===== src/rtl/cv32e40x_bch_predict_ctrl.sv =====
`default_nettype none
// ============================================================================
//  Module   : cv32e40x_bch_predict_ctrl
//  Purpose  : Dynamic conditional-branch prediction controller for the ID-stage
//             pc_target datapath. Holds a table of 2-bit saturating counters
//             indexed by PC, predicts in ID, trains from EX resolution, runs a
//             table-initialisation sweep after reset/flush (static BTFN
//             prediction meanwhile), flags mispredicts and keeps saturating
//             performance counters.
//  Ports    : clk, rst (sync, active-high), flush_i
//             ID : id_bch_valid_i, pc_id_i, bch_target_i -> pred_taken_o,
//                  pred_dynamic_o
//             EX : ex_resolve_i, ex_pc_i, ex_taken_i, ex_pred_taken_i
//                  -> mispredict_o
//             init_busy_o, perf_clr_i, bch_cnt_o, mispred_cnt_o
//  Revision : 1.0 - initial release
// ============================================================================
module cv32e40x_bch_predict_ctrl #(
    parameter int         BHT_ENTRIES = 64,
    parameter logic [1:0] CNT_INIT    = 2'b01,
    parameter int         PERF_W      = 16
) (
    input  wire logic              clk,
    input  wire logic              rst,
    input  wire logic              flush_i,
    input  wire logic              id_bch_valid_i,
    input  wire logic [31:0]       pc_id_i,
    input  wire logic [31:0]       bch_target_i,
    output logic                   pred_taken_o,
    output logic                   pred_dynamic_o,
    input  wire logic              ex_resolve_i,
    input  wire logic [31:0]       ex_pc_i,
    input  wire logic              ex_taken_i,
    input  wire logic              ex_pred_taken_i,
    output logic                   mispredict_o,
    output logic                   init_busy_o,
    input  wire logic              perf_clr_i,
    output logic [PERF_W-1:0]      bch_cnt_o,
    output logic [PERF_W-1:0]      mispred_cnt_o
);

    localparam int IDX_W = $clog2(BHT_ENTRIES);

    localparam logic [0:0] c_ST_INIT = 1'b0;
    localparam logic [0:0] c_ST_RUN  = 1'b1;

    localparam logic [IDX_W-1:0]  c_IDX_LAST = IDX_W'(BHT_ENTRIES - 1);
    localparam logic [PERF_W-1:0] c_PERF_MAX = '1;

    logic [0:0]       r_state;
    logic [IDX_W-1:0] r_init_idx;
    logic [1:0]       r_bht [BHT_ENTRIES];

    logic [IDX_W-1:0] w_idx_id;
    logic [IDX_W-1:0] w_idx_ex;
    logic [1:0]       w_cnt_ex;
    logic [1:0]       w_cnt_next;
    logic             w_run;

    // Bit 0 of the PC is skipped so compressed (2-byte aligned) branches
    // still spread across the table; upper bits alias by design.
    assign w_idx_id = pc_id_i[IDX_W:1];
    assign w_idx_ex = ex_pc_i[IDX_W:1];

    logic w_unused_pc_bits;
    assign w_unused_pc_bits = ^{pc_id_i[31:IDX_W+1], pc_id_i[0],
                                ex_pc_i[31:IDX_W+1], ex_pc_i[0]};

    assign w_run       = (r_state == c_ST_RUN);
    assign init_busy_o = ~w_run;

    // ------------------------------------------------------------------------
    // Sweep / run state machine
    // ------------------------------------------------------------------------
    always_ff @(posedge clk) begin
        if (rst) begin
            r_state    <= c_ST_INIT;
            r_init_idx <= '0;
        end else begin
            case (r_state)
                c_ST_INIT: begin
                    if (flush_i) begin
                        r_init_idx <= '0;
                    end else if (r_init_idx == c_IDX_LAST) begin
                        r_state    <= c_ST_RUN;
                        r_init_idx <= '0;
                    end else begin
                        r_init_idx <= r_init_idx + IDX_W'(1);
                    end
                end
                default: begin
                    if (flush_i) begin
                        r_state    <= c_ST_INIT;
                        r_init_idx <= '0;
                    end
                end
            endcase
        end
    end

    // ------------------------------------------------------------------------
    // Counter table. No reset: contents are only read after a full sweep.
    // ------------------------------------------------------------------------
    always_comb begin
        w_cnt_ex   = r_bht[w_idx_ex];
        w_cnt_next = w_cnt_ex;
        if (ex_taken_i) begin
            if (w_cnt_ex != 2'b11) w_cnt_next = w_cnt_ex + 2'b01;
        end else begin
            if (w_cnt_ex != 2'b00) w_cnt_next = w_cnt_ex - 2'b01;
        end
    end

    always_ff @(posedge clk) begin
        if (!rst) begin
            if (!w_run && !flush_i) begin
                r_bht[r_init_idx] <= CNT_INIT;
            end else if (w_run && ex_resolve_i) begin
                r_bht[w_idx_ex] <= w_cnt_next;
            end
        end
    end

    // ------------------------------------------------------------------------
    // ID-stage prediction (read-before-write: no bypass from EX)
    // ------------------------------------------------------------------------
    always_comb begin
        pred_taken_o   = 1'b0;
        pred_dynamic_o = 1'b0;
        if (id_bch_valid_i) begin
            if (w_run) begin
                pred_taken_o   = r_bht[w_idx_id][1];
                pred_dynamic_o = 1'b1;
            end else begin
                // Backward-taken / forward-not-taken while the table is invalid
                pred_taken_o   = (bch_target_i < pc_id_i);
            end
        end
    end

    assign mispredict_o = ex_resolve_i & (ex_taken_i != ex_pred_taken_i);

    // ------------------------------------------------------------------------
    // Saturating performance counters (unaffected by flush)
    // ------------------------------------------------------------------------
    always_ff @(posedge clk) begin
        if (rst || perf_clr_i) begin
            bch_cnt_o     <= '0;
            mispred_cnt_o <= '0;
        end else begin
            if (ex_resolve_i && (bch_cnt_o != c_PERF_MAX))
                bch_cnt_o <= bch_cnt_o + PERF_W'(1);
            if (mispredict_o && (mispred_cnt_o != c_PERF_MAX))
                mispred_cnt_o <= mispred_cnt_o + PERF_W'(1);
        end
    end

endmodule
`default_nettype wire


===== config.mk =====
export PLATFORM = sky130hd
export DESIGN_NAME = cv32e40x_bch_predict_ctrl
export DESIGN_NICKNAME = d
export VERILOG_FILES = /design/src/rtl/cv32e40x_bch_predict_ctrl.sv
export SDC_FILE = /design/constraint.sdc
export NUM_CORES = 1
export LEC_CHECK = 0
export ABC_AREA = 1
export BUFFER_PORTS_ARGS = -buffer_cell sky130_fd_sc_hd__buf_4
export CAP_MARGIN = 30
export CORE_MARGIN = 4
export CORE_UTILIZATION = 30
export DETAILED_ROUTE_END_ITERATION = 16
export PLACE_DENSITY = 0.46
export SLEW_MARGIN = 5
export SYNTH_ARGS = -nofsm -noshare
export SYNTH_HDL_FRONTEND = slang
export SYNTH_SLANG_ARGS = --single-unit

===== constraint.sdc =====
create_clock -name clk -period 5 [get_ports clk]
set_input_delay 1 -clock clk [delete_from_list [all_inputs] [get_ports clk]]
set_output_delay 1 -clock clk [all_outputs]
set_load 0.01 [all_outputs]

## Word level (Yosys, flattened, before mapping)

Memories as Yosys holds them, arrays and structs flattened.
Cells that the tools add are included.

| cells by class | value |
|---|---|
| bitwise operators | 2 |
| add/sub/neg operators | 5 |
| equality and inequality tests | 6 |
| order comparisons | 1 |
| reduce and logical (&&, ||, !) cells | 9 |
| multiplexer cells | 25 |

Operator list:

| cell | count |
|---|---|
| $add 16x1->16 const B | 2 |
| $lt 32x32->1 | 1 |
| $ne 16x16->1 const B | 2 |
| $mux 6 | 5 |
| $mux 1 | 16 |
| $mux 2 | 4 |
| $add 6x1->6 const B | 1 |
| $eq 6x6->1 const B | 1 |
| $logic_and 1x1->1 | 4 |
| $ne 2x2->1 const B | 2 |
| $add 2x1->2 const B | 1 |
| $logic_not 1->1 | 2 |
| $reduce_bool 2->1 | 1 |
| $reduce_or 2->1 | 1 |
| $sub 2x1->2 const B | 1 |
| $and 1x1->1 | 1 |
| $logic_or 1x1->1 | 1 |
| $ne 1x1->1 | 1 |
| $not 1->1 | 1 |

| word-level totals | value |
|---|---|
| output and inout port bits | 36 |
| bits of input ports | 104 |
| logic and storage cells | 53 |
| register bits after elaboration | 39 |
| memories kept | 1 |
| RAM bits | 128 |

Memories:

| name | words | bits a word | rd ports | clocked after memory_dff | write ports | RTL line | source |
|---|---|---|---|---|---|---|---|
| r_bht | 64 | 2 | 2 | 0 | 1 | 52 | `logic [1:0] r_bht [BHT_ENTRIES];` |

## Logic depth before layout (Yosys ltp)

| depth | value |
|---|---|
| depth in word-level cells | 7 |
| mapped depth | 12 |
| gate-level depth less buffers | 11 |

## Least setup slack after synthesis

Ideal clock, no wire load.

| path | value |
|---|---|
| kind | in2reg |
| start point | input port ex_pc_i[2] |
| end point | memory r_bht[0][1], data pin |
| setup slack | 0.890 ns |
| data arrival time | 3.609 ns |
| buffers on the path | 2 |
| library setup time | 0.501 ns |
| cell stages on the path | 12 |
| data required time | 4.499 ns |
| cells stage by stage | clkbuf_1 -> inv_1 -> clkbuf_1 -> nand3_1 -> nand3_1 -> nand2_1 -> nand2_1 -> nand3_1 -> nand3_1 -> nand3b_1 -> nand2_1 -> nor2_1 |

| on the way | value |
|---|---|
| longest elaborated chain between the ends | 5 |
| elaborated cells on any way between the ends | 9 |
| classes of those cells | add/sub (2); eq/ne (1); mux (4); reduce/logical (1); memory (1) |

RTL lines:

| item | RTL line | source |
|---|---|---|
| from (decl) | 32 | `input wire logic [31:0] ex_pc_i,` |
| $mem_v2 64x2 (*) | - |  |
| $sub 2x1->2 (tied with other cells) | 110 | `if (w_cnt_ex != 2'b00) w_cnt_next = w_cnt_ex - 2'b01;` |
| $mux 2, on equally long branches | 110, 108 |  |
| $mux 2 (*) | 107 | `if (ex_taken_i) begin` |
| $mux 2 (no source line) (*) | - |  |
| to (decl) | 52 |  |

Mark *: on every way between the ends. The rest lies on a longest branch, timed or not.

## Worst setup path in the final report

| path | value |
|---|---|
| start point | input port pc_id_i[1] |
| end point | output port pred_taken_o |

| on the way | value |
|---|---|
| longest elaborated chain between the ends | 3 |
| elaborated cells on any way between the ends | 4 |
| classes of those cells | order compare (1); mux (2); memory (1) |

RTL lines:

| item | RTL line | source |
|---|---|---|
| from (decl) | 27 | `input wire logic [31:0] pc_id_i,` |
| $lt 32x32->1 or $mem_v2 64x2 (tied branches) | - |  |
| $mux 1 (*) | 131 | `if (w_run) begin` |
| $mux 1 (*) | 130 | `if (id_bch_valid_i) begin` |
| to (decl) | 29 | `output logic pred_taken_o,` |

Marked as above.

==> impl_metrics.py <==
metrics = {
    "synthesis": {
        "synthFlopType": "edfxtp_1",
        "synth_top_area_cell": "edfxtp_1",
        "ys_async_sr_fraction_pct": 0,
        "synth-seq-cells": 167,
        "syn_inst": 1083,
        "yosysWarnings": 0,
        "ys_seq_area_share_pct": 51.6,
        "synth_nets": 1221,
        "avgSynthCellArea_um2": 8.28,
        "synth.distinct_cells": 38,
        "synth_top_area_share_pct": 42.9,
        "synth_edf_count": 128,
        "ys_top_cells_by_area": "edfxtp_1, nand2_1, nand3_1",
        "syn-cell-area_um2": 8960,
    },
    "cts": {
        "cts_hold_buf": 0,
        "ctsResizeCount": 0,
        "cts_tree": "yes",
        "post_cts_buffers": 0,
        "h-tree-depth": 4,
        "cts-root-buf": "clkbuf_16",
        "clock-sinks": 167,
        "clk_pin_slew_worst_paths_ns": 0.07,
        "numCtsBuffers": 17,
        "insertion_delay_ns": 0.43,
        "clockBufferDepth": 2,
    },
    "cells_and_area": {
        "nets": 1327,
        "fillers": 3129,
        "layout.area.seq_um2": 4620,
        "antennaDiodeCount": 0,
        "drive_above_1_share_pct": 14.8,
        "multi_input_area_um2": 3810,
        "final_cell_count_no_fill": 1592,
        "area_growth_syn_to_layout_pct": 21.3,
    },
    "drt": {
        "wl_per_cell_um": 17.1,
        "wl_um": 27200,
        "firstDrtPassIters": 5,
        "dr.first_iter.drc_count": 514,
        "drc": 0,
        "ant_nets": 0,
        "num_vias": 7705,
        "vias_per_cell": 4.84,
    },
    "setup_path": {
        "cp-end-kind": "primary output",
        "required_ns": 4.00,
        "cp-start-kind": "input port",
        "worstSetupPathType": "in -> out",
        "cp_max_fo": 24,
        "arrival_ns": 2.83,
    },
    "die": {
        "die_area_um2": 32700,
        "core.rowCount": 63,
        "die-height_um": 181,
        "die_x_um": 181,
        "design.portCount": 140,
        "initial_core_util_pct": 30.3,
        "core_region_area_um2": 29600,
    },
    "timing": {
        "max_freq_mhz": 261,
        "worst_slew_pin_slew_ns": 0.815,
        "setup_viol": 0,
        "setup_tns_ns": 0,
        "hold_viol_final": 0,
        "setup_slack_ns": 1.17,
        "relSlewSlack_pct": 45.6,
        "fin_crit_sh_pct": 76.6,
        "period_needed_ns": 3.83,
        "slew_viol_final": 0,
        "skew_ns": 0.0139,
        "rsz0062_at_grt": "no",
    },
    "placement": {
        "dp_cells": 1560,
        "routabilityCongestion": 0.846,
        "hpwl_um": 18200,
        "dpl_worst_slack_ns": 1.13,
        "port_buffers": 113,
    },
    "power_and_ir_drop": {
        "peakVddDrop_mv": 0.202,
        "leakage_nw": 4.40,
        "powerDensity_nw_per_um2": 288,
        "p_total_mw": 3.13,
    },
    "global_routing": {
        "grt_pass1_wl_um": 42700,
        "grt_pass1_vias": 7558,
        "grt_usage_pct": 16.5,
        "overflow": 0,
        "antenna_found_initial": 0,
        "grt_max_degree": 66,
    },
    "worst_hold_path": {
        "holdCritPathClass": "reg -> reg",
    },
    "status": {
        "status": "completed",
    },
    "job": {
        "drv_cap": 0,
    },
}
[flip-flops by register name, summed over array words and instances, names as in the netlist]
signal,flops
r_bht,128
bch_cnt_o,16
mispred_cnt_o,16
r_init_idx,6
r_state,1
[synthesized netlist by cell type (2+ instances only)]
master    instances
nor2_1          101
inv_2             3
xnor2_1           4
nand4_1          16
buf_6             2
o21bai_1          2
nor3_1           11
edfxtp_1        128
o21ai_0          30
nor4_1           10
nand3_1         193
nand3_2           3
nand2_1         309
buf_2             9
dfxtp_1          39
clkinv_1          7
ha_1             34
a221oi_1          2
a21oi_1          44
buf_1             2
inv_1            82
xor2_1            3
o21a_1            3
clkbuf_1         28
o21ai_2           5
[path summary, 6_finish.rpt]
kind / from / endpoint / slack, ns / depth (start not counted)
worst max register to register: r_state / r_bht[22][0] / 2.13 / 6
worst max-delay path: pc_id_i[1] / pred_taken_o / 1.17 / 12
worst min-delay path: mispred_cnt_o[8] / mispred_cnt_o[8] / 0.50 / 2
worst min register to register: mispred_cnt_o[8] / mispred_cnt_o[8] / 0.50 / 2
[where the power goes]
group / total [mW] / switching (mW) / internal, mW
sequential: 1.48 / 0.00330 / 1.47
clock: 1.34 / 0.627 / 0.718
combinational: 0.304 / 0.187 / 0.117
total: 3.13 / 0.817 / 2.31
[area by class of cell]
type,instances,area share (%)
Multi-Input combinational cell,782,35.1
Sequential cell,167,42.5
Inverter,93,3.26
Clock inverter,15,1.62
Timing Repair Buffer,128,9.07
Tap cell,390,4.49
Clock buffer,17,3.91
[through the flow]
step / hold slack (ns) / util (%) / cell area (um2)
floorplan: 0.455 / - / 8960
global placement: 0.485 / 34.7 / 10300
finish: 0.498 / 36.8 / 10900
global route: 0.514 / 36.8 / 10900
detailed placement: 0.487 / 34.7 / 10300
CTS: 0.500 / 36.8 / 10900
[kinds of logic (layout without fill, tap and decap cells)]
| group | Yosys count | in the layout | synth area share, % |
|---|---|---|---|
| AND/OR/NAND/NOR | 650 | 650 | 31.4 |
| buffers and inverters | 134 | 253 | 5.96 |
| adder cells (fa/ha/maj) | 34 | 34 | 4.75 |
| flip-flops | 167 | 167 | 51.6 |
| XOR/XNOR | 7 | 7 | 0.684 |
| AO/OA/AOI/OAI | 91 | 91 | 5.64 |
[cells in the final DEF, fill, tap and decap left out, drive strengths merged, types with 11 or more instances in the layout]
cell type and count:
edfxtp 128, nand4 16, clkbuf 17, inv 95, nand3 196, nand2 309, ha 34, nor2 103
nor3 12, a21oi 44, dfxtp 39, o21ai 36, clkinv 11, buf 128
[per-layer routing]
metal / global-route usage (%) / part of all wire, % / vias up
li1: - / - / 3902
met1: 21.7 / 45 / 3597
met2: 28.5 / 49 / 181
met3: 2.72 / 4.5 / 25
met4: 3.87 / 1.4 / 0
met5: 0 / 0 / -
[worst max-delay path, stage by stage]
cell and delay (ns):
buf_4 0.12, inv_1 0.33, buf_4 0.39, nand2_1 0.09, nand3_1 0.08, nand3_1 0.08
nand3_1 0.15, nand3_1 0.14, nand3_1 0.16, nand3_1 0.09, nand2_1 0.07, buf_4 0.12
No activity file was read; power rests on OpenSTA's default activity.
